--- src/rtl/scan_capture.sv ---
// rtl/scan_capture.sv - samples a multiplexed 7-digit active-low LED scan into stable per-digit frames
module scan_capture #(
    parameter int SETTLE  = 16,
    parameter int TIMEOUT = 200000
) (
    input  logic       clk,
    input  logic       rst_n,
    input  logic [6:0] trans,
    input  logic [6:0] led7seg,
    output logic [6:0] seg0,
    output logic [6:0] seg1,
    output logic [6:0] seg2,
    output logic [6:0] seg3,
    output logic [6:0] seg4,
    output logic [6:0] seg5,
    output logic [6:0] seg6,
    output logic       frame_valid,
    output logic       frame_changed,
    output logic       seq_err,
    output logic       err_multi,
    output logic       scan_lost
);

    typedef enum logic [0:0] {
        IDLE,
        COLLECT
    } state_t;

    localparam logic [7:0]  SETTLE_M1  = 8'(SETTLE - 1);
    localparam logic [27:0] TIMEOUT_W  = 28'(TIMEOUT);
    localparam logic [6:0]  BLANK      = 7'b1111111;

    state_t      state;
    state_t      state_next;
    logic [2:0]  exp_idx;
    logic [2:0]  exp_next;

    logic [6:0]  trans_prev;
    logic [6:0]  led_prev;
    logic [7:0]  stable_cnt;
    logic [27:0] wd_cnt;
    logic        armed;
    logic [6:0]  shadow [7];
    logic [6:0]  seg_q [7];
    logic [6:0]  frame_new [7];

    logic        is_valid;
    logic        is_multi;
    logic [2:0]  digit;
    logic        trans_chg;
    logic        input_chg;
    logic        sample;
    logic        timeout_hit;
    logic        complete;
    logic        seq_err_next;
    logic        differs;

    always_comb begin
        is_valid = 1'b1;
        digit    = 3'd0;
        case (trans)
            7'b0111111: digit = 3'd0;
            7'b1011111: digit = 3'd1;
            7'b1101111: digit = 3'd2;
            7'b1110111: digit = 3'd3;
            7'b1111011: digit = 3'd4;
            7'b1111101: digit = 3'd5;
            7'b1111110: digit = 3'd6;
            default:    is_valid = 1'b0;
        endcase
    end

    assign is_multi  = !is_valid && (trans != BLANK);
    assign trans_chg = (trans != trans_prev);
    assign input_chg = trans_chg || (led7seg != led_prev);

    // A changing cycle never samples, even if the counter still holds SETTLE-1 from the last dwell.
    assign sample      = !input_chg && armed && is_valid && (stable_cnt == SETTLE_M1);
    assign timeout_hit = !sample && (wd_cnt == TIMEOUT_W - 28'd1);

    always_comb begin
        state_next   = state;
        exp_next     = exp_idx;
        complete     = 1'b0;
        seq_err_next = 1'b0;
        if (sample) begin
            case (state)
                IDLE: begin
                    if (digit == 3'd0) begin
                        state_next = COLLECT;
                        exp_next   = 3'd1;
                    end
                end
                COLLECT: begin
                    if (digit == exp_idx) begin
                        if (digit == 3'd6) begin
                            complete   = 1'b1;
                            state_next = IDLE;
                            exp_next   = 3'd0;
                        end else begin
                            exp_next = digit + 3'd1;
                        end
                    end else begin
                        seq_err_next = 1'b1;
                        if (digit == 3'd0) begin
                            exp_next = 3'd1;
                        end else begin
                            state_next = IDLE;
                            exp_next   = 3'd0;
                        end
                    end
                end
                default: begin
                    state_next = IDLE;
                    exp_next   = 3'd0;
                end
            endcase
        end else if (timeout_hit) begin
            state_next = IDLE;
            exp_next   = 3'd0;
        end
    end

    // Digit 6 is written to the outputs in the same edge it lands in its shadow slot.
    always_comb begin
        differs = 1'b0;
        for (int i = 0; i < 7; i++) begin
            frame_new[i] = (sample && (digit == 3'(i))) ? led7seg : shadow[i];
            differs      = differs | (frame_new[i] != seg_q[i]);
        end
    end

    always_ff @(posedge clk or negedge rst_n) begin
        if (!rst_n) begin
            state   <= IDLE;
            exp_idx <= 3'd0;
        end else begin
            state   <= state_next;
            exp_idx <= exp_next;
        end
    end

    always_ff @(posedge clk or negedge rst_n) begin
        if (!rst_n) begin
            trans_prev    <= BLANK;
            led_prev      <= BLANK;
            stable_cnt    <= 8'd0;
            wd_cnt        <= 28'd0;
            armed         <= 1'b1;
            frame_valid   <= 1'b0;
            frame_changed <= 1'b0;
            seq_err       <= 1'b0;
            err_multi     <= 1'b0;
            scan_lost     <= 1'b0;
            for (int i = 0; i < 7; i++) begin
                shadow[i] <= BLANK;
                seg_q[i]  <= BLANK;
            end
        end else begin
            trans_prev <= trans;
            led_prev   <= led7seg;

            if (input_chg) begin
                stable_cnt <= 8'd0;
            end else if (stable_cnt != 8'hff) begin
                stable_cnt <= stable_cnt + 8'd1;
            end

            if (trans_chg) begin
                armed <= 1'b1;
            end else if (sample) begin
                armed <= 1'b0;
            end

            if (sample) begin
                wd_cnt         <= 28'd0;
                shadow[digit]  <= led7seg;
            end else if (wd_cnt != TIMEOUT_W) begin
                wd_cnt <= wd_cnt + 28'd1;
            end

            frame_valid   <= complete;
            frame_changed <= complete && differs;
            seq_err       <= seq_err_next;
            err_multi     <= trans_chg && is_multi;

            if (complete) begin
                for (int i = 0; i < 7; i++) begin
                    seg_q[i] <= frame_new[i];
                end
            end

            if (complete) begin
                scan_lost <= 1'b0;
            end else if (timeout_hit) begin
                scan_lost <= 1'b1;
            end
        end
    end

    assign seg0 = seg_q[0];
    assign seg1 = seg_q[1];
    assign seg2 = seg_q[2];
    assign seg3 = seg_q[3];
    assign seg4 = seg_q[4];
    assign seg5 = seg_q[5];
    assign seg6 = seg_q[6];

endmodule

--- config.mk ---
export PLATFORM = sky130hd
export DESIGN_NAME = scan_capture
export DESIGN_NICKNAME = d
export VERILOG_FILES = /design/src/rtl/scan_capture.sv
export SDC_FILE = /design/constraint.sdc
export NUM_CORES = 1
export LEC_CHECK = 0
export BUFFER_PORTS_ARGS = -buffer_cell sky130_fd_sc_hd__buf_2
export CAP_MARGIN = 20
export CORE_MARGIN = 2
export CORE_UTILIZATION = 30
export DETAILED_ROUTE_END_ITERATION = 8
export RECOVER_POWER = 50
export SYNTH_ARGS = -nofsm -noshare
export SYNTH_HDL_FRONTEND = slang
export SYNTH_SLANG_ARGS = --single-unit
--- constraint.sdc ---
create_clock -name clk -period 4.7 [get_ports clk]
set_input_delay 0.47 -clock clk [delete_from_list [all_inputs] [get_ports clk]]
set_output_delay 0.47 -clock clk [all_outputs]
set_load 0.01 [all_outputs]
; ---- After elaboration in Yosys (flattened, before gate mapping)
; Cells that the tools add are included.
[totals]
ff_bits = 158
latchBits = 0
mem_bits_rw = 0
rom_bits = 0
input_bits = 16
memories = 0
[op_classes]
n_addsub = 3
n_mul = 0
div_mod_pow = 0
order_cmp = 2
n_eq_ne = 29
n_shift = 0
muxes = 40
n_bitwise = 8
reduce_logical = 27
[ops]
columns = operator, n
row1 = != test 7 bit, 9
row2 = two-way mux 28 bit, 2
row3 = two-way mux 7 bit, 8
row4 = bitwise mux 49 bit, 1
row5 = "== test 7 bit, second input constant", 6
row6 = "adder 28 x 1 -> 28 bit, second input constant", 1
row7 = "== test 28 x 18 -> 1 bit, second input constant", 1
row8 = "!= test 28 x 18 -> 1 bit, second input constant", 1
row9 = demux 7 bit (select 3 bit), 1
row10 = two-way mux 1 bit, 18
row11 = one-hot mux 3 bit (6 select lines), 1
row12 = two-way mux 8 bit, 2
row13 = logical AND 1 bit, 15
row14 = two-way mux 3 bit, 5
row15 = nonzero test 2 bit, 5
row16 = "== test 3 bit, second input constant", 3
row17 = "adder 8 x 1 -> 8 bit, second input constant", 1
row18 = "== test 8 x 4 -> 1 bit, second input constant", 1
row19 = "!= test 8 bit, second input constant", 1
row20 = "== test 7 x 6 -> 1 bit, second input constant", 1
row21 = "!= test 7 bit, second input constant", 1
row22 = OR reduction 7 bit, 1
row23 = "== test 3 x 2 -> 1 bit, second input constant", 2
row24 = bitwise OR 1 bit, 6
row25 = 14 further kinds, 16

; ---- Longest topological paths before layout
; Gate-level depths: netlist of the first run.
[depth]
depth_word = 16
mapped_depth = 13

; ---- Worst setup path after synthesis of the first run
; OpenSTA, ideal clock, no wires.
[synth_timing]
kind = input port to flip-flop
start = input port led7seg[4]
end = register frame_changed
t_arrival_ns = 3.288
slack_ns = 1.281
stages = 13
path_cell_list = clkbuf_1 xnor2_1 nand4_1 or4_4 buf_6 or3_1 buf_6 mux2i_4 a222oi_1 o21ai_0 or3_1 nor4_2 a31oi_1
[synth_via]
elab_chain_len = 16
[synth_rtl]
columns = element, line_no
row1 = "start, declared", 9  ; input logic [6:0] led7seg,
row2 = != test 7 bit, 75  ; assign input_chg = trans_chg || (led7seg != led_prev);
row3 = logical OR 1 bit, 75
row4 = zero test 1 bit, 78  ; assign sample = !input_chg && armed && is_valid && (stable_cnt == SETTLE_M1);
row5 = logical AND 1 bit (3 in series), 78
row6 = logical AND 1 bit, 128  ; frame_new[i] = (sample && (digit == 3'(i))) ? led7seg : shadow[i];
row7 = two-way mux 7 bit, 128
row8 = != test 7 bit, 129  ; differs = differs | (frame_new[i] != seg_q[i]);
row9 = bitwise OR 1 bit (6 in series), 129
row10 = logical AND 1 bit *, 183  ; frame_changed <= complete && differs;
row11 = "end signal, assigned", 183
row12 = "end, declared", 18  ; output logic frame_changed,
; Every way passes the cells marked *; elsewhere a longest branch is shown, timed or not.
; A chain may end at the register's enable or synchronous reset.

; ---- Worst setup path in the final report of the first run
[layout_timing]
start = input port led7seg[5]
end = register frame_changed
; The elaborated chain is that of the path after synthesis.

==> results_dict.tcl, run 1 <==
set metrics [dict create \
    r2r-start "trans_prev[2]" \
    pre_cts_slack_ns 0.707 \
    drive_gt1_share_pct 31.6 \
    internal_power_w 0.00214 \
    finalHoldViolCount 0 \
    place_inst 1172 \
    cp.required_ns 4.99 \
    startpoint "led7seg[5]" \
    min_from "trans[6]" \
    path_max_fanout 26 \
    final_nets 870 \
    dr.pass1.iters 5 \
    initial_core_util_pct 30.3 \
    clk_latency_ns 0.42 \
    netlist.area_leader.share_pct 36.7 \
    crit_path_end_kind "flop" \
    vias 5960 \
    synth_commonest_cells "113 x dfstp_2, 73 x nor2_1, 65 x nand2_1" \
    synth_cell_types 60 \
    dpl_cell_area_mm2 0.00882 \
    min_period_ns 3.95 \
    grt-ovfl-total 0 \
    clkPwrFrac_pct 47.3 \
    setup_viol 0 \
    grt_pass1_wl_mm 34.6 \
    setup_tns_ns 0 \
    path_clk_slew_ns 0.07 \
    synth_edf_count 0 \
    dieWidth_um 168 \
    power_frac_comb_pct 3.6 \
    io_pins 70 \
    core_mm2 0.0267 \
    drc 0 \
    wl_per_cell_um 18.1 \
    portBuffers 69 \
    n_antenna_cell 0 \
    violations "max-capacitance violations, max-slew violations" \
    clock_path_buffers 2 \
    synth_warnings 0 \
    synth.largest_area_cell "dfstp_2" \
    crit_type "input pin to flop" \
    synth_nets 801 \
    die_h_um 168 \
    cts_resized 0 \
    postRouteAntennaNets 0 \
    vdd_ir_drop_max_uv 208 \
    rsz0062_at_grt "no" \
    yosysMostFrequentCell "dfstp_2" \
    synthFlopType "dfstp_2" \
    antenna_found_initial 0 \
    setup_slack_ns 0.752 \
    worst_slew_margin_rel_pct -48.6 \
    power.net_switching_w 0.000677 \
    fp-row-count 60 \
    hold_slack_ns 0.303 \
    max_freq_ghz 0.253 \
    cts_tree "yes" \
    h-tree-depth 4 \
    switching_share_pct 24.0 \
    stdcell_area_mm2 0.00934 \
    ys_seq_elements 158 \
    worstHoldPathType "input pin to flop" \
    gp_congestion 0.864 \
    cellPowerDensity_mw_per_mm2 302 \
    tightest_slew_ns 2.23 \
    syn_inst 781 \
    dp_hpwl_mm 15.8 \
    cts_setup_buffers 0 \
    routed_wl_mm 21.8 \
    seq_area_frac_synth_pct 50.6 \
    synthTopCellsByArea "dfstp_2 37%, dfrtp_1 14%, mux2_2 7.1%, xor2_1 4.3%, nor2_1 3.4%" \
    dieArea_mm2 0.0283 \
    async_reset_ff_share_pct 100 \
    fin_skew_ns 0.0107 \
    avgSynthCellArea_um2 10.4 \
    syn_area_mm2 0.00809 \
    grt_pass1_vias 6003 \
    via_per_inst 4.95 \
    status "complete, but fails checks" \
    grt_max_degree 88 \
    leakagePower_nw 3.93 \
    max-cap-violations 3 \
    arrival_ns 4.24 \
    fin_crit_sh_pct 84.0 \
    cts.sink_count 158 \
    drt-initial-drc-count 399 \
    power_frac_seq_pct 49.0 \
    final_max_slew_viol_count 163 \
    cts.root.buffer_cell "clkbuf_16" \
    grt_util_all_layers_pct 15.8 \
    crit_path_start_kind "input pin" \
    cts_hold_buffers 0 \
    cts-buffers-inserted 17 \
    syn_to_final_growth_pct 15.4 \
    final_cells 1204 \
]
power groups by stage:
| stage | Combinational, W | Clock (W) | Sequential (W) |
|---|---|---|---|
| after detailed placement | 0.000109 | 0 | 0.00140 |
| after global placement | 0.000108 | 0 | 0.00140 |
| after global routing | 0.000115 | 0.00142 | 0.00138 |
| after floorplan | 0.0000504 | 0 | 0.00140 |
| final | 0.000102 | 0.00133 | 0.00138 |
| after CTS | 0.000109 | 0.00136 | 0.00138 |
metal layers:
layer  track usage (%)  vias up  wire length [µm]
met2              25.9      133             10200
met1              20.9     2928             10100
li1                  -     2871                 -
met4              5.17        0               518
met3              3.48       28               846
met5                 0        -                 0
kinds of logic (layout without fill, tap and decap cells):
family	after synthesis	after routing	synth area share, %
buffers and inverters	85	167	4.52
adders and majority gates	4	4	0.619
muxes	73	73	10.0
xor gates and xnor gates	72	72	7.98
AOI/OAI and AO/OA	120	120	9.65
DFF	158	158	50.6
and+or+nand+nor	269	269	16.6
metrics by stage:
step	total power, W	util (%)
2_1_floorplan	0.00145	-
6_report	0.00282	34.9
4_1_cts	0.00285	35.1
3_5_place_dp	0.00151	33.0
3_3_place_gp	0.00151	33.0
5_1_grt	0.00292	34.9
worst max-delay path: stages:
cell      delay (ns)
clkbuf_1        0.63
xnor2_1         0.20
nand3_1         0.12
or4_4           0.67
or3_1           0.61
mux2_4          0.39
a22o_1          0.27
nor4_1          0.37
nand4_1         0.20
nor3_1          0.21
a31oi_1         0.10
final timing paths:
path | endpoint | slack, ns | depth (start not counted)
max in group asynchronous | stable_cnt[4] | 1.43 | 2
worst max-delay path | frame_changed | 0.75 | 11
min in group asynchronous | wd_cnt[12] | 0.70 | 1
worst min register to register | shadow[23] | 0.48 | 2
worst min-delay path | trans_prev[6] | 0.30 | 1
worst max register to register | frame_changed | 0.86 | 10
area by class of cell:
type,instances,area [µm²]
Tap cell,341,427
Clock buffer,17,425
Fill cell,2740,17400
Inverter,49,184
Multi-Input combinational cell,538,3640
Clock inverter,15,138
Sequential cell,158,4100
Timing Repair Buffer,86,432
state kept, by name (all words and copies together) (netlist names):
signal / flops
armed: 1
err_multi: 1
exp_idx: 3
frame_changed: 1
frame_valid: 1
led_prev: 7
scan_lost: 1
seg0: 7
seg1: 7
seg2: 7
seg3: 7
seg4: 7
seg5: 7
seg6: 7
seq_err: 1
shadow: 49
stable_cnt: 8
state: 1
trans_prev: 7
wd_cnt: 28
cell usage in the layout (no fill, tap or decap), types with 11 or more instances in the layout:
cell       instances
nand3_1           29
buf_2             50
nand4_1           11
nand2_1           65
dfstp_2          108
dfrtp_1           45
xnor2_1           30
nor3_1            20
buf_4             12
mux2_2            51
clkbuf_16         17
xor2_1            40
mux2i_1           20
clkbuf_1          23
a21oi_1           21
nor2_1            73
inv_1             49
o21ai_0           38
Power figures use the tool's default switching activity.
==> run 2: changes to the inputs <==
==> constraint.sdc (replaced) <==
create_clock -name clk -period 3.8 [get_ports clk]
set_input_delay 0.38 -clock clk [delete_from_list [all_inputs] [get_ports clk]]
set_output_delay 0.38 -clock clk [all_outputs]
set_load 0.01 [all_outputs]
==> run 2 against run 1 <==
  * The flow still finishes with violations (max-capacitance violations, max-slew violations)
  * Cell count is 3.7% higher
  * Global-route usage is 0.37 points higher
  * Flip-flop and latch count stayed put
  * Design area is 3.5% higher
  * Die area stayed put
  * Clock skew is 0.0015 ns higher
  * Combinational power is 37% higher
  * Hold slack better by 0.021 ns
  * Highest routed layer unchanged
==> results_dict.tcl, run 2 (synthesized netlist as in run 1, its figures left out) <==
set metrics [dict create \
    largest_reg_flops 49 \
    crit_type "flop to flop" \
    cts.sink_count 158 \
    tightest_slew_ns 2.45 \
    cts_resized 0 \
    setup_viol 0 \
    finalPower_w 0.00345 \
    top_usage_layer "met2" \
    crit_path_start_kind "flop" \
    power_frac_seq_pct 49.6 \
    use_met1_pct 21.0 \
    grt_pass1_vias 6423 \
    leakagePower_nw 4.13 \
    arrival_ns 3.90 \
    met2_usage_pct 25.7 \
    status "complete, but fails checks" \
    antenna_found_initial 0 \
    clk_latency_ns 0.44 \
    mostFrequentLayoutCell "dfstp_2" \
    cts_hold_buffers 0 \
    cp.required_ns 4.11 \
    grt_max_degree 100 \
    cts_setup_buffers 0 \
    portBuffers 69 \
    crit_path_end_kind "flop" \
    internal_power_w 0.00261 \
    fill_cells 2689 \
    violations "max-capacitance violations, max-slew violations" \
    fin_skew_ns 0.0122 \
    cts-buffers-inserted 17 \
    rrSetupSlack_ns 0.21 \
    cellPowerDensity_mw_per_mm2 357 \
    path_max_fanout 3 \
    vdd_ir_drop_max_uv 264 \
    worst_slew_margin_rel_pct -63.2 \
    gp_congestion 0.929 \
    path_clk_slew_ns 0.07 \
    most-common-layout-cells "110 x dfstp_2, 73 x nor2_1, 65 x nand2_1, 58 x buf_2, 51 x mux2_2" \
    power_frac_comb_pct 4.1 \
    grt_util_all_layers_pct 16.2 \
    fin_crit_sh_pct 94.5 \
    cts.root.buffer_cell "clkbuf_16" \
    drive_gt1_share_pct 35.2 \
    routed_wl_mm 22.0 \
    top_regs "shadow: 49 flops, wd_cnt: 28 flops, stable_cnt: 8 flops" \
    n_antenna_cell 0 \
    rsz0062_at_grt "no" \
    max_freq_ghz 0.278 \
    use_met3_pct 3.86 \
    initial_core_util_pct 30.3 \
    max-cap-violations 1 \
    final_max_slew_viol_count 99 \
    largest_register "shadow" \
    regArea_mm2 0.00410 \
    vias 6191 \
    min_period_ns 3.59 \
    fp-row-count 60 \
    switching_share_pct 24.4 \
    finalHoldViolCount 0 \
    syn_to_final_growth_pct 19.5 \
    cts_tree "yes" \
    multiInputGateArea_mm2 0.00364 \
    die_h_um 168 \
    dieWidth_um 168 \
    dr.pass1.iters 5 \
    dp_hpwl_mm 16.3 \
    via_per_inst 4.96 \
    power.net_switching_w 0.000843 \
    clock_path_buffers 2 \
    setup_tns_ns 0 \
    io_pins 70 \
    final_nets 914 \
    postRouteAntennaNets 0 \
    grt_pass1_wl_mm 35.7 \
    grt-ovfl-total 0 \
    core_mm2 0.0267 \
    h-tree-depth 4 \
    drt-initial-drc-count 416 \
    drc 0 \
    wl_per_cell_um 17.7 \
    clkPwrFrac_pct 46.4 \
    dieArea_mm2 0.0283 \
    worstHoldPathType "input pin to flop" \
]
[run 2: cell types whose count changed in the layout (fill, tap and decap cells not counted)]
cell	delta
clkbuf_8	+1
bufinv_16	-1
clkbuf_1	+1
inv_6	-2
buf_12	+3
inv_4	+1
buf_4	+32
dfstp_1	-2
clkinv_1	-1
dfstp_2	+2
clkinvlp_4	+2
inv_8	+1
buf_2	+8
clkinv_4	-1
[run 2: cell type report]
cell class | instances | area share (%)
inverter | 49 | 1.90
clock inverter | 14 | 1.14
timing repair buffer | 130 | 8.02
multi-input combinational | 538 | 37.6
tap | 341 | 4.41
clock buffer | 18 | 4.54
sequential | 158 | 42.4
[run 2: worst max-delay path: stages, from the launching register on]
cell and delay [ns]:
dfstp_2 0.53, xnor2_1 0.11, nand3_1 0.22, or4_4 0.55, or3_1 0.44, buf_4 0.19, mux2i_4 0.18, a222oi_1 0.38
o21ai_0 0.12, or3_1 0.33, nor4_2 0.29, a31oi_1 0.13
[run 2: worst paths after layout]
path                              from            end  cells past startpoint
min in group asynchronous        rst_n     wd_cnt[16]                      1
min                           trans[6]  trans_prev[6]                      2
max reg2reg                led_prev[3]  frame_changed                     11
max                        led_prev[3]  frame_changed                     11
min reg2reg                 shadow[23]     shadow[23]                      2
max in group asynchronous        rst_n     wd_cnt[26]                      1
[run 2: metal layers]
metal  part of all wire [%]  vias up
met5                      0        -
met1                     45     3034
li1                       -     2959
met2                     47      149
met4                    3.5        0
met3                    4.5       49
[run 2: power groups by stage]
| stage | Combinational (W) | Clock [W] | Sequential (W) |
|---|---|---|---|
| after floorplan | 0.0000623 | 0 | 0.00174 |
| after global placement | 0.000150 | 0 | 0.00174 |
| after detailed placement | 0.000151 | 0 | 0.00174 |
| after CTS | 0.000151 | 0.00164 | 0.00171 |
| after global routing | 0.000157 | 0.00171 | 0.00171 |
| final | 0.000140 | 0.00160 | 0.00171 |
[run 2: metrics by stage]
step	instances	area (µm²)	worst slack, ns	hold WS [ns]	utilization, %
4_1_cts	1248	9740	0.256	0.0942	36.4
3_5_place_dp	1216	9190	0.260	0.478	34.4
6_report	1248	9670	0.207	0.324	36.2
5_1_grt	1248	9670	0.0288	0.331	36.2
2_1_floorplan	781	8090	0.471	0.0844	-
3_3_place_gp	1216	9190	0.271	0.468	34.4
==> run 3: changes to the inputs <==
--- a/config.mk
+++ b/config.mk
@@ -7,7 +7,6 @@
 export LEC_CHECK = 0
 export BUFFER_PORTS_ARGS = -buffer_cell sky130_fd_sc_hd__buf_2
 export CAP_MARGIN = 20
-export CORE_MARGIN = 2
 export CORE_UTILIZATION = 30
 export DETAILED_ROUTE_END_ITERATION = 8
 export RECOVER_POWER = 50
==> run 3 against run 2 <==
  * The flow finishes with violations (design-rule violations)
  * Register-to-register slack about the same
  * Critical path depth down 1
  * Global-route usage up 0.12 points
  * Clock power up 8%
  * Combinational power about the same
  * Sequential power about the same
  * Cell count down 2.4%
  * Total power up 3.7%
  * Die area down 2.4%
  * Clock skew down 0.0039 ns
  * Fmax up 0.30%
==> results_dict.tcl, run 3 (synthesized netlist as in run 1, its figures left out) <==
set metrics [dict create \
    finalHoldViolCount 0 \
    routed_wl_mm 21.9 \
    cts_tree "yes" \
    grt_pass1_vias 6058 \
    crit_type "flop to flop" \
    leakagePower_nw 4.03 \
    fp-row-count 59 \
    dp_hpwl_mm 15.6 \
    vias 6148 \
    rsz0062_at_grt "no" \
    largest_reg_flops 49 \
    status "complete, but fails checks" \
    gp_congestion 0.884 \
    crit_path_start_kind "flop" \
    max_stage_delay_ns 0.69 \
    wl_per_cell_um 18.0 \
    min_delay_path_depth 2 \
    drive_gt1_share_pct 29.0 \
    worst_slew_margin_rel_pct 13.5 \
    wl_met3_mm 1.20 \
    initial_core_util_pct 30.8 \
    grt-ovfl-total 0 \
    antenna_found_initial 0 \
    drt-initial-drc-count 570 \
    core_mm2 0.0263 \
    cts_setup_buffers 0 \
    portBuffers 69 \
    cts-buffers-inserted 17 \
    clock_path_buffers 2 \
    crit_path_end_kind "flop" \
    cellPowerDensity_mw_per_mm2 376 \
    finalPower_w 0.00357 \
    critPathSlowestCell "or4_4" \
    violations "design-rule violations" \
    worstHoldPathType "input pin to flop" \
    mostFrequentLayoutCell "nor2_1" \
    grt_util_all_layers_pct 16.3 \
    path_clk_slew_ns 0.06 \
    vdd_ir_drop_max_uv 242 \
    dieArea_mm2 0.0276 \
    final_max_slew_viol_count 0 \
    path_cells "xnor2_2 -> nand4_1 -> or4_4 -> or3_4 -> mux2i_4 -> a222oi_1 -> o21ai_0 -> or3_1 -> nor4_2 -> a31oi_1" \
    cts.sink_count 158 \
    max-cap-violations 0 \
    cts.root.buffer_cell "clkbuf_16" \
    fin_crit_sh_pct 94.3 \
    min_period_ns 3.58 \
    most-common-layout-cells "73 x nor2_1, 72 x dfstp_2, 65 x nand2_1, 57 x buf_2, 51 x mux2_2" \
    max_freq_ghz 0.279 \
    n_antenna_cell 0 \
    final_nets 890 \
    largest_register "shadow" \
    fin_skew_ns 0.00829 \
    grt_max_degree 113 \
    die_h_um 166 \
    grt_pass1_wl_mm 35.0 \
    top_regs "shadow: 49 flops, wd_cnt: 28 flops, stable_cnt: 8 flops" \
    highest_layer "met4" \
    h-tree-depth 4 \
    dr.pass1.iters 7 \
    arrival_ns 3.88 \
    ff2ff_path_depth 10 \
    met2_length_mm 10.1 \
    setup_viol 0 \
    wl_met1_mm 10.3 \
    io_pins 70 \
    hold_slack_ns 0.295 \
    tightest_slew_ns 1.30 \
    clk_latency_ns 0.43 \
    cp.required_ns 4.10 \
    path_max_fanout 16 \
    dieWidth_um 166 \
    syn_to_final_growth_pct 17.6 \
    setup_tns_ns 0 \
    postRouteAntennaNets 0 \
    via_per_inst 5.05 \
    drc 8 \
]
-- run 3: cell count changes in the layout (fill, tap and decap cells not counted), moves of 2 or more --
cell       change
buf_4         -25
bufinv_16      +2
clkinv_2       +2
dfstp_1       +38
dfstp_2       -38
inv_6          -2
-- run 3: per-stage QoR --
| step | util [%] | setup WS (ns) | instances | area [µm²] |
|---|---|---|---|---|
| CTS | 36.4 | 0.127 | 1216 | 9570 |
| floorplan | - | 0.471 | 781 | 8090 |
| detailed placement | 34.2 | 0.144 | 1184 | 8970 |
| global placement | 34.2 | 0.264 | 1184 | 8970 |
| finish | 36.2 | 0.218 | 1218 | 9520 |
| global route | 36.2 | 0.0570 | 1218 | 9520 |
-- run 3: worst paths after layout --
kind / from / endpoint / slack, ns
max in group asynchronous: rst_n / shadow[12] / 0.76
min in group asynchronous: rst_n / wd_cnt[10] / 0.65
max reg2reg: trans_prev[2] / frame_changed / 0.22
max: trans_prev[2] / frame_changed / 0.22
min reg2reg: shadow[25] / shadow[25] / 0.49
min: led7seg[3] / led_prev[3] / 0.29
-- run 3: cell type report --
class | count | area (µm²)
inverters | 49 | 184
repair buffers | 106 | 584
clock buffers | 19 | 453
flip-flops and latches | 158 | 4100
multi-input cells | 538 | 3640
fillers | 2673 | 16800
clock inverters | 13 | 138
well taps | 335 | 419
-- run 3: critical path: cells and delay by family (launching register included) --
| family | cells | cell delay (ns) |
|---|---|---|
| multiplexers | 1 | 0.21 |
| XOR/XNOR | 1 | 0.11 |
| AND/OR/NAND/NOR | 5 | 1.98 |
| AO/OA/AOI/OAI | 3 | 0.61 |
| flip-flops | 1 | 0.55 |
-- run 3: power breakdown --
group / switching (W) / internal (W) / total, W
registers: 0.00000568 / 0.00170 / 0.00171
logic: 0.0000990 / 0.0000381 / 0.000137
clock network: 0.000728 / 0.00100 / 0.00173
-- run 3: metal layers --
metal | track usage [%] | vias up
met1 | 23.2 | 3073
met5 | 0 | -
li1 | - | 2902
met2 | 24.9 | 154
met4 | 4.51 | 0
met3 | 3.53 | 19
-- run 3: what timing repair did --
item | CTS | global route
setup endpoints to repair | 0 | 1
resized for setup | 0 | 1
endpoints found under the hold margin | 0 | 14
hold buffers | 0 | 1
